### src/rtl/eaglesong_squeeze_seq.sv
// eaglesong_squeeze_seq -- sequential byte-serial squeeze stage of the
// Eaglesong sponge.
//
// Takes the post-permutation sponge state and streams digest bytes out over a
// valid/ready handshake. Each squeeze block is the 32-byte rate: 8 words,
// word 0 first, big-endian within a word. When the digest needs more than one
// rate block, the block asks an external permutation for a fresh state
// (perm_req/perm_done) and then carries on.
//
// Ports
//   clk, reset_n            clock, async active-low reset
//   start                   pulse, request a squeeze of state_input
//   state_input[31:0][7:0]  sponge state, 256 bits; word w = bits [32w+31:32w]
//   output_length_bytes     requested digest length, 1..MAX_OUT_BYTES
//   perm_req                high while waiting on the external permutation
//   perm_done, perm_state   permutation result (perm_done is a pulse)
//   out_byte, out_valid,
//   out_ready, out_last     digest byte stream
//   busy                    high whenever the FSM is not IDLE
//   len_err                 one-cycle pulse when a start is rejected
//   digest_out[255:0]       only with EAGLESONG_SQUEEZE_DIGEST_REG_EN:
//                           the first 32 digest bytes, byte i at [8i +: 8]
//
// Build option: define EAGLESONG_SQUEEZE_DIGEST_REG_EN to add digest_out.
module eaglesong_squeeze_seq #(
  parameter int MAX_OUT_BYTES = 64
) (
  input  logic            clk,
  input  logic            reset_n,
  input  logic            start,
  input  logic [31:0][7:0] state_input,
  input  logic [6:0]      output_length_bytes,
  output logic            perm_req,
  input  logic            perm_done,
  input  logic [31:0][7:0] perm_state,
  output logic [7:0]      out_byte,
  output logic            out_valid,
  input  logic            out_ready,
  output logic            out_last,
  output logic            busy,
  output logic            len_err
`ifdef EAGLESONG_SQUEEZE_DIGEST_REG_EN
  ,
  output logic [255:0]    digest_out
`endif
);

  typedef enum logic [1:0] {IDLE, EMIT, PERM_WAIT} state_t;

  state_t       state_q, state_d;
  logic [255:0] held_q;
  logic [6:0]   idx_q, len_q;
  logic [7:0]   out_byte_q;
  logic         out_last_q, len_err_q;

  logic         len_ok, accept, reject, xfer, load_perm;
  logic [6:0]   idx_inc, len_m1;

  // Rate byte r: word r/4, bits [31-8*(r%4) -: 8] (big-endian in the word).
  function automatic logic [7:0] rate_byte(input logic [255:0] s, input logic [4:0] r);
    logic [31:0] w;
    w = s[{r[4:2], 5'b00000} +: 32];
    return w[{~r[1:0], 3'b000} +: 8];
  endfunction

  assign len_ok  = (output_length_bytes != 7'd0) &&
                   (32'(output_length_bytes) <= 32'(MAX_OUT_BYTES));
  assign idx_inc = idx_q + 7'd1;
  assign len_m1  = len_q - 7'd1;

  always_comb begin
    state_d   = state_q;
    accept    = 1'b0;
    reject    = 1'b0;
    xfer      = 1'b0;
    load_perm = 1'b0;
    case (state_q)
      IDLE: begin
        if (start) begin
          if (len_ok) begin
            accept  = 1'b1;
            state_d = EMIT;
          end else begin
            reject  = 1'b1;
          end
        end
      end
      EMIT: begin
        if (out_ready) begin
          xfer = 1'b1;
          if (out_last_q)               state_d = IDLE;
          // Rate exhausted with bytes still owed: fetch a new state.
          else if (idx_q[4:0] == 5'd31) state_d = PERM_WAIT;
        end
      end
      PERM_WAIT: begin
        if (perm_done) begin
          load_perm = 1'b1;
          state_d   = EMIT;
        end
      end
      default: state_d = IDLE;
    endcase
  end

  always_ff @(posedge clk or negedge reset_n) begin
    if (!reset_n) state_q <= IDLE;
    else          state_q <= state_d;
  end

  // out_byte/out_last are precomputed into registers so they are stable
  // across stalls and the next byte is ready the cycle after a transfer.
  always_ff @(posedge clk or negedge reset_n) begin
    if (!reset_n) begin
      held_q     <= '0;
      idx_q      <= '0;
      len_q      <= '0;
      out_byte_q <= 8'h00;
      out_last_q <= 1'b0;
      len_err_q  <= 1'b0;
    end else begin
      len_err_q <= reject;
      if (accept) begin
        held_q     <= state_input;
        len_q      <= output_length_bytes;
        idx_q      <= '0;
        out_byte_q <= rate_byte(state_input, 5'd0);
        out_last_q <= (output_length_bytes == 7'd1);
      end else if (xfer) begin
        idx_q <= idx_inc;
        if (state_d == EMIT) begin
          out_byte_q <= rate_byte(held_q, idx_inc[4:0]);
          out_last_q <= (idx_inc == len_m1);
        end else begin
          out_last_q <= 1'b0;
        end
      end else if (load_perm) begin
        // idx already points at rate byte 0 of the new block.
        held_q     <= perm_state;
        out_byte_q <= rate_byte(perm_state, idx_q[4:0]);
        out_last_q <= (idx_q == len_m1);
      end
    end
  end

`ifdef EAGLESONG_SQUEEZE_DIGEST_REG_EN
  logic [255:0] digest_q;

  always_ff @(posedge clk or negedge reset_n) begin
    if (!reset_n) begin
      digest_q <= '0;
    end else if (accept) begin
      digest_q <= '0;
    end else if (xfer && (idx_q[6:5] == 2'b00)) begin
      digest_q[{idx_q[4:0], 3'b000} +: 8] <= out_byte_q;
    end
  end

  assign digest_out = digest_q;
`endif

  assign out_valid = (state_q == EMIT);
  assign perm_req  = (state_q == PERM_WAIT);
  assign busy      = (state_q != IDLE);
  assign out_byte  = out_byte_q;
  assign out_last  = out_last_q;
  assign len_err   = len_err_q;

endmodule

### config.mk
export PLATFORM = sky130hd
export DESIGN_NAME = eaglesong_squeeze_seq
export DESIGN_NICKNAME = d
export VERILOG_FILES = /design/src/rtl/eaglesong_squeeze_seq.sv
export SDC_FILE = /design/constraint.sdc
export NUM_CORES = 1
export LEC_CHECK = 0
export BUFFER_PORTS_ARGS = -buffer_cell sky130_fd_sc_hd__clkbuf_2
export CAP_MARGIN = 5
export CORE_AREA = 5 5 206 208
export DETAILED_ROUTE_END_ITERATION = 10
export DIE_AREA = 0 0 211 213
export GPL_ROUTABILITY_DRIVEN = 0
export HOLD_SLACK_MARGIN = 0.03
export PLACE_DENSITY = 0.73
export SYNTH_ARGS = -nofsm -noshare
export SYNTH_HDL_FRONTEND = slang
export SYNTH_SLANG_ARGS = --single-unit
### constraint.sdc
create_clock -name clk -period 3.9 [get_ports clk]
set_clock_uncertainty 0.1 [all_clocks]
set_input_delay 0.585 -clock clk [delete_from_list [all_inputs] [get_ports clk]]
set_output_delay 0.585 -clock clk [all_outputs]
set_load 0.05 [all_outputs]
; Yosys cells after proc, flatten, opt, wreduce, memory -nomap -nowiden
; Cells that the tools add are included.
[word_totals]
regBits = 282
in_bits = 524
output_inout_bits = 13
elab_cells = 64
[classes]
n_addsub = 2
magnitude_cmp = 1
eq_ne = 9
shifts = 4
n_mux = 30
n_bitwise = 2
reduce_logical = 9
[op_table]
columns = operator, count
row1 = 256-bit two-way mux, 3
row2 = 256-bit by 9-bit indexed part select with 32-bit output, 2
row3 = 32-bit by 6-bit indexed part select with 8-bit output, 2
row4 = 8-bit two-way mux, 4
row5 = 7-bit == test, 2
row6 = 1-bit two-way mux, 14
row7 = 7-bit two-way mux, 2
row8 = 2-bit two-way mux, 6
row9 = 7-bit by 1-bit adder with 7-bit output (second input constant), 1
row10 = 7-bit by 1-bit == test with 1-bit output (second input constant), 1
row11 = 7-bit less-or-equal comparator (second input constant), 1
row12 = 7-bit nonzero test, 1
row13 = 7-bit by 1-bit subtractor with 7-bit output (second input constant), 1
row14 = 2-bit one-hot mux with 3 select lines, 1
row15 = 2-bit nonzero test, 3
row16 = 5-bit == test (second input constant), 1
row17 = 2-bit by 1-bit == test with 1-bit output (second input constant), 2
row18 = 2-bit inverter, 2
row19 = 2-bit AND reduction, 2
row20 = 3-bit by 2-bit != test with 1-bit output (second input constant), 1
row21 = 3-bit nonzero test, 1
row22 = 2-bit == test (second input constant), 1
row23 = 2-bit logical NOT, 1
row24 = 2-bit != test (second input constant), 1
row25 = 1-bit logical AND, 1

; Depth between registers and ports, before layout
; Gate-level depths: netlist of the first run.
[logic_depth]
ltp_word = 9
depth_mapped = 15
mapped_depth_nobuf = 9

; Least setup slack after synthesis of the first run
; Ideal clock, no wire load.
[synth_timing]
kind = register to register
startpoint = register idx_q[3]
endpoint = register out_byte_q[6], in the netlist out_byte[6]
setup_time_ns = 0.134
arrival_ns = 3.261
t_required_ns = 3.666
setup_slack_ns = 0.405
stages_incl_launch_ff = 15
n_path_buf = 8
synth_period_minus_slack_ns = 3.495
cell_sequence = dfrtp_1 -> buf_2 -> buf_2 -> buf_2 -> clkbuf_1 -> buf_2 -> and3_1 -> ha_1 -> buf_4 -> buf_4 -> buf_1 -> mux4_2 -> o22a_1 -> nand3_1 -> nand4_1
[synth_via]
elab_chain_len = 8
word_cells_on_any_way = 17
cone_classes = add/sub (1) / eq/ne (3) / shift (4) / mux (8) / reduce/logical (1)
[synth_lines]
columns = item, line
row1 = from (decl), 52  ; logic [6:0] idx_q, len_q;
row2 = from (signal assigned), 130  ; idx_q <= idx_inc;
row3 = "parallel branches: the longest is 8 deep, another holds 7-bit by 1-bit adder with 7-bit output", --
row4 = to (signal assigned), 127  ; out_byte_q <= rate_byte(state_input, 5'd0);
row5 = to (signal assigned), 132  ; out_byte_q <= rate_byte(held_q, idx_inc[4:0]);
row6 = to (signal assigned), 140  ; out_byte_q <= rate_byte(perm_state, idx_q[4:0]);
row7 = to (decl), 53  ; logic [7:0] out_byte_q;
; Parallel ways; which one is timed is not known. The select of a mux whose other input is x is not followed.
; A chain may end at the register's enable or synchronous reset.

; Worst setup path in the final report of the first run
[layout_timing]
startpoint = register idx_q[0]
endpoint = register out_byte_q[1], in the netlist out_byte[1]
; The elaborated chain is that of the path after synthesis.

==> results of run 1 <==
[per-layer routing]
metal	vias to the layer above	global-route usage (%)
li1	8917	-
met1	9640	44.7
met2	1429	56.8
met4	12	19.0
met5	-	0
met3	266	7.76
[repair_timing]
item,CTS,global route
endpoints found under the hold margin,9,0
buffers inserted,0,0
resized for setup,0,0
hold buffers,1,0
[worst register-to-register path, cell delays in order, from the launching register on]
cell and delay (ps):
dfrtp_2 420, ha_1 190, buf_4 160, and3_1 220
ha_4 540, nand2b_1 620, nor3_1 140, or4_1 530
a211o_1 350, nand3_1 80
[report_power, final]
group	internal, uW	switching, uW	leakage, uW
logic	3630	4920	0.00674
clock network	2060	1320	0.000548
registers	4360	1520	0.00315
[through the flow]
stage	hold WS (ps)	cells	util, %
floorplan	189	2307	-
global placement	424	3207	53.5
detailed placement	431	3207	53.5
CTS	162	3264	56.3
global route	178	3266	56.3
finish	184	3267	56.3
[state kept, by name, summed over array words and instances (netlist names)]
| signal | flops |
|---|---|
| len_err | 1 |
| out_byte | 8 |
| len_q | 7 |
| out_last | 1 |
| state_q | 2 |
| held_q | 256 |
| idx_q | 7 |
[cell type report]
class / instances / area, sq um / area share, %
Inverter: 6 / 22.5 / 0.0990
Sequential cell: 282 / 7070 / 31.1
Clock buffer: 43 / 916 / 4.03
Multi-Input combinational cell: 1813 / 10700 / 47.2
Clock inverter: 13 / 226 / 0.996
Tap cell: 532 / 666 / 2.93
Timing Repair Buffer: 575 / 3110 / 13.7
Antenna cell: 3 / 7.51 / 0.0330
[how the worst max path moves through the flow]
| stage | from | end | slack (ps) |
|---|---|---|---|
| after detailed placement | idx_q[0]$_DFFE_PN0P_ | out_byte[1]$_DFFE_PN0P_ | 520 |
| after global placement | idx_q[0]$_DFFE_PN0P_ | out_byte[0]$_DFFE_PN0P_ | 610 |
| after CTS | idx_q[0]$_DFFE_PN0P_ | out_byte[1]$_DFFE_PN0P_ | 510 |
| after floorplan | idx_q[3]$_DFFE_PN0P_ | out_byte[6]$_DFFE_PN0P_ | 410 |
| final | idx_q[0]$_DFFE_PN0P_ | out_byte[1]$_DFFE_PN0P_ | 480 |
| after global routing | idx_q[0]$_DFFE_PN0P_ | out_byte[0]$_DFFE_PN0P_ | 360 |
[cells in the final DEF, fill, tap and decap left out, types with 9 or more instances in the layout]
master / instances
buf_12: 10
a31oi_1: 260
nand3_1: 22
nand2_1: 656
nor3_1: 58
nor2b_1: 9
o211ai_1: 10
a21oi_1: 117
mux2i_1: 24
nand2b_1: 118
clkbuf_2: 535
mux4_2: 92
o22ai_1: 21
clkbuf_16: 35
buf_4: 28
or4_1: 11
a211oi_1: 16
o41ai_1: 9
or3_1: 11
nor2_1: 273
dfrtp_1: 279
xnor2_1: 12
[logic make-up (layout without fill, tap and decap cells)]
family                     count (synthesis)  count (layout)  synth area share, %
and+or+nand+nor                         1188            1188                 27.0
AOI/OAI and AO/OA                        482             482                 16.1
DFF                                      282             282                 37.7
buffers and inverters                    212             637                 5.26
muxes                                    119             119                 12.5
xor gates and xnor gates                  21              21                 1.22
adders and majority gates                  3               3                0.201
other                                      0               3                    0
==> flow_summary.json, run 1 <==
{
  "status": "complete, no violations",
  "p_leak_uw": 0.0104,
  "vias_per_cell": 6.20,
  "worst-path-stages": 9,
  "drv_cap": 0,
  "r2r-end": "out_byte[1]$_DFFE_PN0P_",
  "drcViolationCount": 0,
  "cts-buffers-inserted": 34,
  "synth.yosys.seq_area_share_pct": 37.7,
  "worstRegToRegCells": 9,
  "drive_above_1_share_pct": 27.1,
  "synth_commonest_cells": "nand2_1 (658), dfrtp_1 (282), nor2_1 (273)",
  "die_h_microns": 213,
  "drv_slew": 0,
  "setup_ws_ps": 481,
  "r2r_setup_slack_ps": 480,
  "min_from": "perm_state[136]",
  "hold_viol_final": 0,
  "path_clk_slew_ps": 60,
  "stdcell_area_sq_mm": 0.0227,
  "die_w_microns": 211,
  "htreeDepth": 2,
  "synth-edff-count": 0,
  "insertion_delay_ps": 550,
  "dp_slack_ps": 521,
  "cts_tree": "done",
  "min_to": "held_q[136]$_DFFE_PN0P_",
  "end_kind": "register",
  "placed_area_sq_mm": 0.0216,
  "arrival_ps": 3790,
  "synth_nets": 2834,
  "path_cells": "ha_1, buf_4, and3_1, ha_4, nand2b_1, nor3_1, or4_1, a211o_1, nand3_1",
  "timing.final.crit_period_ps": 3420,
  "critPathRequiredTime_ps": 4280,
  "ys_async_sr_fraction_pct": 100,
  "grt_pass1_vias": 19828,
  "finalSetupViolCount": 0,
  "fill_cells": 3711,
  "rows": 74,
  "synth_top_area_share_pct": 37.7,
  "cp-start-kind": "register",
  "synth_most_common_cell": "nand2_1",
  "clock_sinks": 282,
  "wl_met1_microns": 29700,
  "synth_top_area_cell": "dfrtp_1",
  "yosys-top-cells-area": "dfrtp_1 (38%), nand2_1 (13%), mux4_2 (11%)",
  "first_pass_iters": 7,
  "max_freq_ghz": 0.293,
  "crit_slowest_cell": "nand2b_1",
  "hold_path.class": "input pin to register",
  "max_slew_margin_pct": 15.5,
  "gr-total-overflow": 0,
  "reg2reg_from": "idx_q[0]$_DFFE_PN0P_",
  "max_stage_delay_ps": 610,
  "met2_length_microns": 38800,
  "path_max_fanout": 24,
  "first_iter_violations": 2928,
  "wl_met3_microns": 8730,
  "start_util_pct": 46.4,
  "rsz0062_at_grt": "false",
  "grt_pass1_wl_microns": 121000,
  "io_pins": 537,
  "ys_ff_latch": 282,
  "finalPower_uw": 17800,
  "grt_antenna_before_repair": 9,
  "ant_nets": 0,
  "synth_warnings": 0,
  "gr-usage-all-layers_pct": 35.3,
  "yosysUniqueCellTypes": 58,
  "synthToLayoutAreaGrowth_pct": 21.5,
  "die-area_sq_mm": 0.0449,
  "cts-root-buf": "clkbuf_16",
  "tightest_slew_ps": 1270,
  "cts_buffer_depth": 3,
  "io_buffers": 536,
  "ir_worst_vdd_mv": 0.470,
  "wl_per_cell_microns": 25.2,
  "vias": 20264,
  "top_layer_used": "met5",
  "p_per_area_mw_per_mm2": 783,
  "hpwl_microns": 63000,
  "min_path_cells": 3,
  "fin_nets": 3239,
  "syn_avg_cell_area_sq_um": 8.12,
  "syn_inst": 2307,
  "path_class": "register to register",
  "setup_tns_ps": 0,
  "cpLargestDelayFamily": "simple AND/OR/NAND/NOR gates",
  "grt_max_degree": 182,
  "finalCritPeriodShare_pct": 87.7,
  "netlist_area_sq_mm": 0.0187,
  "coreArea_sq_mm": 0.0404,
  "critical_path_buf_inv_count": 1,
  "synthFlopType": "dfrtp_1",
  "drt-total-wl_microns": 82300
}
No activity file was read; power rests on OpenSTA's default activity.
==> run 2: changes to the inputs <==
--- a/config.mk
+++ b/config.mk
@@ -7,12 +7,14 @@
 export LEC_CHECK = 0
 export BUFFER_PORTS_ARGS = -buffer_cell sky130_fd_sc_hd__clkbuf_2
 export CAP_MARGIN = 5
-export CORE_AREA = 5 5 206 208
+export CELL_PAD_IN_SITES_DETAIL_PLACEMENT = 2
+export CELL_PAD_IN_SITES_GLOBAL_PLACEMENT = 2
+export CORE_MARGIN = 5
+export CORE_UTILIZATION = 30
 export DETAILED_ROUTE_END_ITERATION = 10
-export DIE_AREA = 0 0 211 213
 export GPL_ROUTABILITY_DRIVEN = 0
 export HOLD_SLACK_MARGIN = 0.03
-export PLACE_DENSITY = 0.73
+export PLACE_DENSITY_LB_ADDON = 0.1
 export SYNTH_ARGS = -nofsm -noshare
 export SYNTH_HDL_FRONTEND = slang
 export SYNTH_SLANG_ARGS = --single-unit
==> flow_summary.json, run 2 (synthesis gave the netlist of run 1 again) <==
{
  "largest_reg_flops": 256,
  "hold_path.class": "input pin to register",
  "drt-total-wl_microns": 108000,
  "synthToLayoutAreaGrowth_pct": 25.1,
  "cts-root-buf": "clkbuf_16",
  "drv_cap": 0,
  "drv_slew": 0,
  "timing.final.crit_period_ps": 3460,
  "p_per_area_mw_per_mm2": 806,
  "tightest_slew_ps": 1030,
  "fill_cells": 7044,
  "cts_buffer_depth": 3,
  "grt_max_degree": 133,
  "hpwl_microns": 84400,
  "vias": 20538,
  "arrival_ps": 3870,
  "fin_nets": 3254,
  "post_cts_resized": 0,
  "ir_worst_vdd_mv": 0.342,
  "final_common_cell": "nand2_1",
  "finalSetupViolCount": 0,
  "r2r_setup_slack_ps": 440,
  "rsz0062_at_grt": "false",
  "path_clk_slew_ps": 60,
  "cts-buffers-inserted": 39,
  "drcViolationCount": 0,
  "path_class": "register to register",
  "die_w_microns": 260,
  "die-area_sq_mm": 0.0675,
  "max_freq_ghz": 0.289,
  "drive_above_1_share_pct": 27.6,
  "wl_per_cell_microns": 30.0,
  "first_iter_violations": 1388,
  "p_leak_uw": 0.0106,
  "rows": 91,
  "start_util_pct": 30.3,
  "max_slew_margin_pct": 31.2,
  "max_stage_delay_ps": 590,
  "io_buffers": 536,
  "clock_sinks": 282,
  "path_max_fanout": 14,
  "gr-usage-all-layers_pct": 30.5,
  "crit_slowest_cell": "ha_2",
  "hold_viol_final": 0,
  "end_kind": "register",
  "status": "complete, no violations",
  "die_h_microns": 260,
  "setup_tns_ps": 0,
  "cp-start-kind": "register",
  "ant_nets": 0,
  "final_cell_mix": "nand2_1 (656), clkbuf_2 (535), dfrtp_1 (279), nor2_1 (273), a31oi_1 (260)",
  "insertion_delay_ps": 580,
  "first_pass_iters": 5,
  "path_common_cell": "or4_1",
  "worst_hold_slack_ps": 158,
  "grt_pass1_wl_microns": 153000,
  "path_cells": "ha_1, buf_4, and3_1, ha_2, nand2b_1, nor3_1, or4_1, a211oi_1, or4_1",
  "htreeDepth": 2,
  "multiInputGateArea_sq_mm": 0.0107,
  "cts_tree": "done",
  "io_pins": 537,
  "critPathRequiredTime_ps": 4310,
  "finalCritPeriodShare_pct": 88.7,
  "top_register": "held_q",
  "grt_pass1_vias": 22455,
  "coreArea_sq_mm": 0.0617,
  "grt_antenna_before_repair": 11,
  "ff_latch_area_sq_mm": 0.00707,
  "vias_per_cell": 5.71,
  "gr-total-overflow": 0
}
## run 2: changes by cell type in the layout (fill, tap and decap cells not counted), moves of 3 or more
cell,previous run,this run
buf_12,10,16
clkbuf_8,1,7
clkbuf_1,7,10
clkinvlp_4,3,0
clkbuf_16,35,40
diode_2,3,7
buf_4,28,32
bufinv_16,6,3
## run 2: stage by stage
stage                     instances  setup WS, ps  area, sq um  total power [uW]  utilization (%)
after floorplan                2307           405        18700             11200                -
after global placement         3522           517        22100             14800             35.8
after detailed placement       3522           465        22100             15100             35.8
after CTS                      3591           452        23400             18900             37.9
after global routing           3597           321        23400             19700             37.9
final                          3598           439        23400             18900             37.9
## run 2: critical path, delay by kind of cell, from the launching register on
family	cells	cell delay (ps)
buf+inv	1	170
flops	1	420
compound gates	1	460
fa+ha+maj	2	790
simple gates	5	1490
## run 2: path summary, 6_finish.rpt
check,startpoint,end,cells past startpoint
min in group asynchronous,reset_n,held_q[121]$_DFFE_PN0P_,2
hold reg to reg,held_q[118]$_DFFE_PN0P_,held_q[118]$_DFFE_PN0P_,2
setup reg to reg,idx_q[0]$_DFFE_PN0P_,out_byte[3]$_DFFE_PN0P_,9
hold / removal,output_length_bytes[5],len_q[5]$_DFFE_PN0P_,3
setup / recovery,idx_q[0]$_DFFE_PN0P_,out_byte[3]$_DFFE_PN0P_,9
max in group asynchronous,reset_n,held_q[142]$_DFFE_PN0P_,3
## run 2: routing by layer
layer	GRT usage [%]	share of wire, %
met3	4.21	5.1
met5	0	0.036
met2	55.9	53
met4	12.5	4.4
met1	35.9	38
## run 2: report_power, final
part | total [uW] | switching, uW | internal [uW]
sequential | 6390 | 2040 | 4360
clock | 3690 | 1470 | 2210
combinational | 8800 | 5140 | 3670
total | 18900 | 8650 | 10200
## run 2: final cells by class
class	count	area share (%)
well taps	837	4.47
diodes	7	0.0748
inverters	6	0.0962
repair buffers	585	13.9
flip-flops and latches	282	30.2
clock buffers	57	4.85
multi-input cells	1813	45.8
clock inverters	11	0.636
## run 2: what timing repair did
| item | in CTS | in global routing |
|---|---|---|
| hold endpoints to repair | 89 | 0 |
| setup buffers | 0 | 0 |
| hold buffers | 1 | 0 |
==> run 3: changes to the inputs <==
--- a/config.mk
+++ b/config.mk
@@ -9,8 +9,9 @@
 export CAP_MARGIN = 5
 export CELL_PAD_IN_SITES_DETAIL_PLACEMENT = 2
 export CELL_PAD_IN_SITES_GLOBAL_PLACEMENT = 2
-export CORE_MARGIN = 5
+export CORE_MARGIN = 2
 export CORE_UTILIZATION = 30
+export CTS_CLUSTER_DIAMETER = 100
 export DETAILED_ROUTE_END_ITERATION = 10
 export GPL_ROUTABILITY_DRIVEN = 0
 export HOLD_SLACK_MARGIN = 0.03
==> flow_summary.json, run 3 (synthesis gave the netlist of run 1 again) <==
{
  "power_switching_uw": 8490,
  "end_kind": "register",
  "cpLargestDelayFamily": "simple AND/OR/NAND/NOR gates",
  "gr-total-overflow": 0,
  "drv_cap": 0,
  "io_buffers": 536,
  "cts_buffer_depth": 3,
  "swShare_pct": 45.7,
  "finalSetupViolCount": 0,
  "p_clk_share_pct": 18.8,
  "io_pins": 537,
  "tightest_slew_ps": 1210,
  "hold_path.class": "input pin to register",
  "cts_tree": "done",
  "first_iter_violations": 1433,
  "stdcell_area_sq_mm": 0.0233,
  "max_slew_margin_pct": 19.0,
  "drcViolationCount": 0,
  "crit_slowest_cell": "ha_2",
  "final_common_cell": "nand2_1",
  "drive_above_1_share_pct": 27.5,
  "placed_area_sq_mm": 0.0221,
  "start_util_pct": 30.3,
  "grt_max_degree": 231,
  "htreeDepth": 2,
  "coreArea_sq_mm": 0.0617,
  "critical_path_buf_inv_count": 0,
  "hold_viol_final": 0,
  "max_stage_delay_ps": 670,
  "finalCritPeriodShare_pct": 88.4,
  "path_clk_slew_ps": 60,
  "cts-buffers-inserted": 36,
  "p_per_area_mw_per_mm2": 797,
  "largest_reg_flops": 256,
  "setup_tns_ps": 0,
  "dp_slack_ps": 485,
  "final_cell_mix": "nand2_1 (656), clkbuf_2 (535), dfrtp_1 (279), nor2_1 (273), a31oi_1 (260)",
  "rows": 91,
  "p_seq_share_pct": 33.5,
  "top_register": "held_q",
  "grt_antenna_before_repair": 7,
  "insertion_delay_ps": 570,
  "hpwl_microns": 80000,
  "setup_ws_ps": 453,
  "cp-start-kind": "register",
  "clock_sinks": 282,
  "max_freq_ghz": 0.290,
  "die-area_sq_mm": 0.0644,
  "gr-usage-all-layers_pct": 31.6,
  "synthToLayoutAreaGrowth_pct": 24.6,
  "grt_pass1_vias": 22289,
  "status": "complete, no violations",
  "path_cells": "ha_1, and3_1, ha_2, nand2_2, or3_1, a41oi_2, nor3_1, or4_1",
  "grt_pass1_wl_microns": 149000,
  "cts-root-buf": "clkbuf_16",
  "critPathRequiredTime_ps": 4230,
  "drv_slew": 0,
  "arrival_ps": 3770,
  "ir_worst_vdd_mv": 0.458,
  "rsz0062_at_grt": "false",
  "worst_hold_slack_ps": 165,
  "die_w_microns": 254,
  "vias_per_cell": 5.63,
  "pwr-share-comb_pct": 47.8,
  "die_h_microns": 254,
  "fin_nets": 3250,
  "wl_per_cell_microns": 28.7,
  "p_leak_uw": 0.0106,
  "first_pass_iters": 5,
  "ant_nets": 0,
  "timing.final.crit_period_ps": 3450,
  "intPower_uw": 10100,
  "post_cts_buffers": 0,
  "drt-total-wl_microns": 103000,
  "path_max_fanout": 20,
  "vias": 20230,
  "path_class": "register to register"
}
run 3: repair_timing:
item	4_1_cts	5_1_grt
hold endpoints to repair	85	0
hold buffers	1	0
resized for setup	0	0
endpoints found under the setup margin	0	0
run 3: routing by layer:
metal | global-route usage [%] | vias to the layer above | share of wire [%] | wire [microns]
met3 | 3.38 | 188 | 3.8 | 3870
met4 | 14.4 | 2 | 4.9 | 5060
met5 | 0 | - | 0.0087 | 9
li1 | - | 8943 | - | -
met1 | 37.7 | 10495 | 39 | 40400
met2 | 56.9 | 602 | 52 | 53600
run 3: worst paths after layout:
kind	slack [ps]	cells past startpoint	to	start
worst max-delay path	450	8	out_byte[3]$_DFFE_PN0P_	idx_q[0]$_DFFE_PN0P_
worst min-delay path	170	3	len_q[3]$_DFFE_PN0P_	output_length_bytes[3]
worst max register to register	450	8	out_byte[3]$_DFFE_PN0P_	idx_q[0]$_DFFE_PN0P_
worst min register to register	450	2	held_q[27]$_DFFE_PN0P_	held_q[27]$_DFFE_PN0P_
max in group asynchronous	2230	3	held_q[114]$_DFFE_PN0P_	reset_n
min in group asynchronous	580	2	state_q[0]$_DFF_PN0_	reset_n
run 3: power groups by stage:
stage                     logic [uW]  registers [uW]  clock network [uW]
after floorplan                 5960            5210                   0
after global placement          8520            6220                   0
after detailed placement        8750            6260                   0
after CTS                       8830            6240                3560
after global routing            9610            6310                3660
final                           8890            6230                3490
run 3: stage by stage:
step	utilization [%]	total power, uW	instances
6_report	37.8	18600	3591
5_1_grt	37.8	19600	3591
4_1_cts	37.8	18600	3587
3_5_place_dp	35.8	15000	3521
3_3_place_gp	35.8	14700	3521
2_1_floorplan	-	11200	2307
run 3: tightest hold or removal path, cell delays in order:
cell      delay, ps
clkbuf_2         90
nand2_1          50
nand2_1          60
run 3: area by class of cell:
type	instances	area [sq um]
inverter	6	22.5
clock buffer	52	1060
timing repair buffer	584	3270
tap	837	1050
antenna	4	10.0
clock inverter	13	141
multi-input combinational	1813	10700
fill	7108	38400
sequential	282	7070
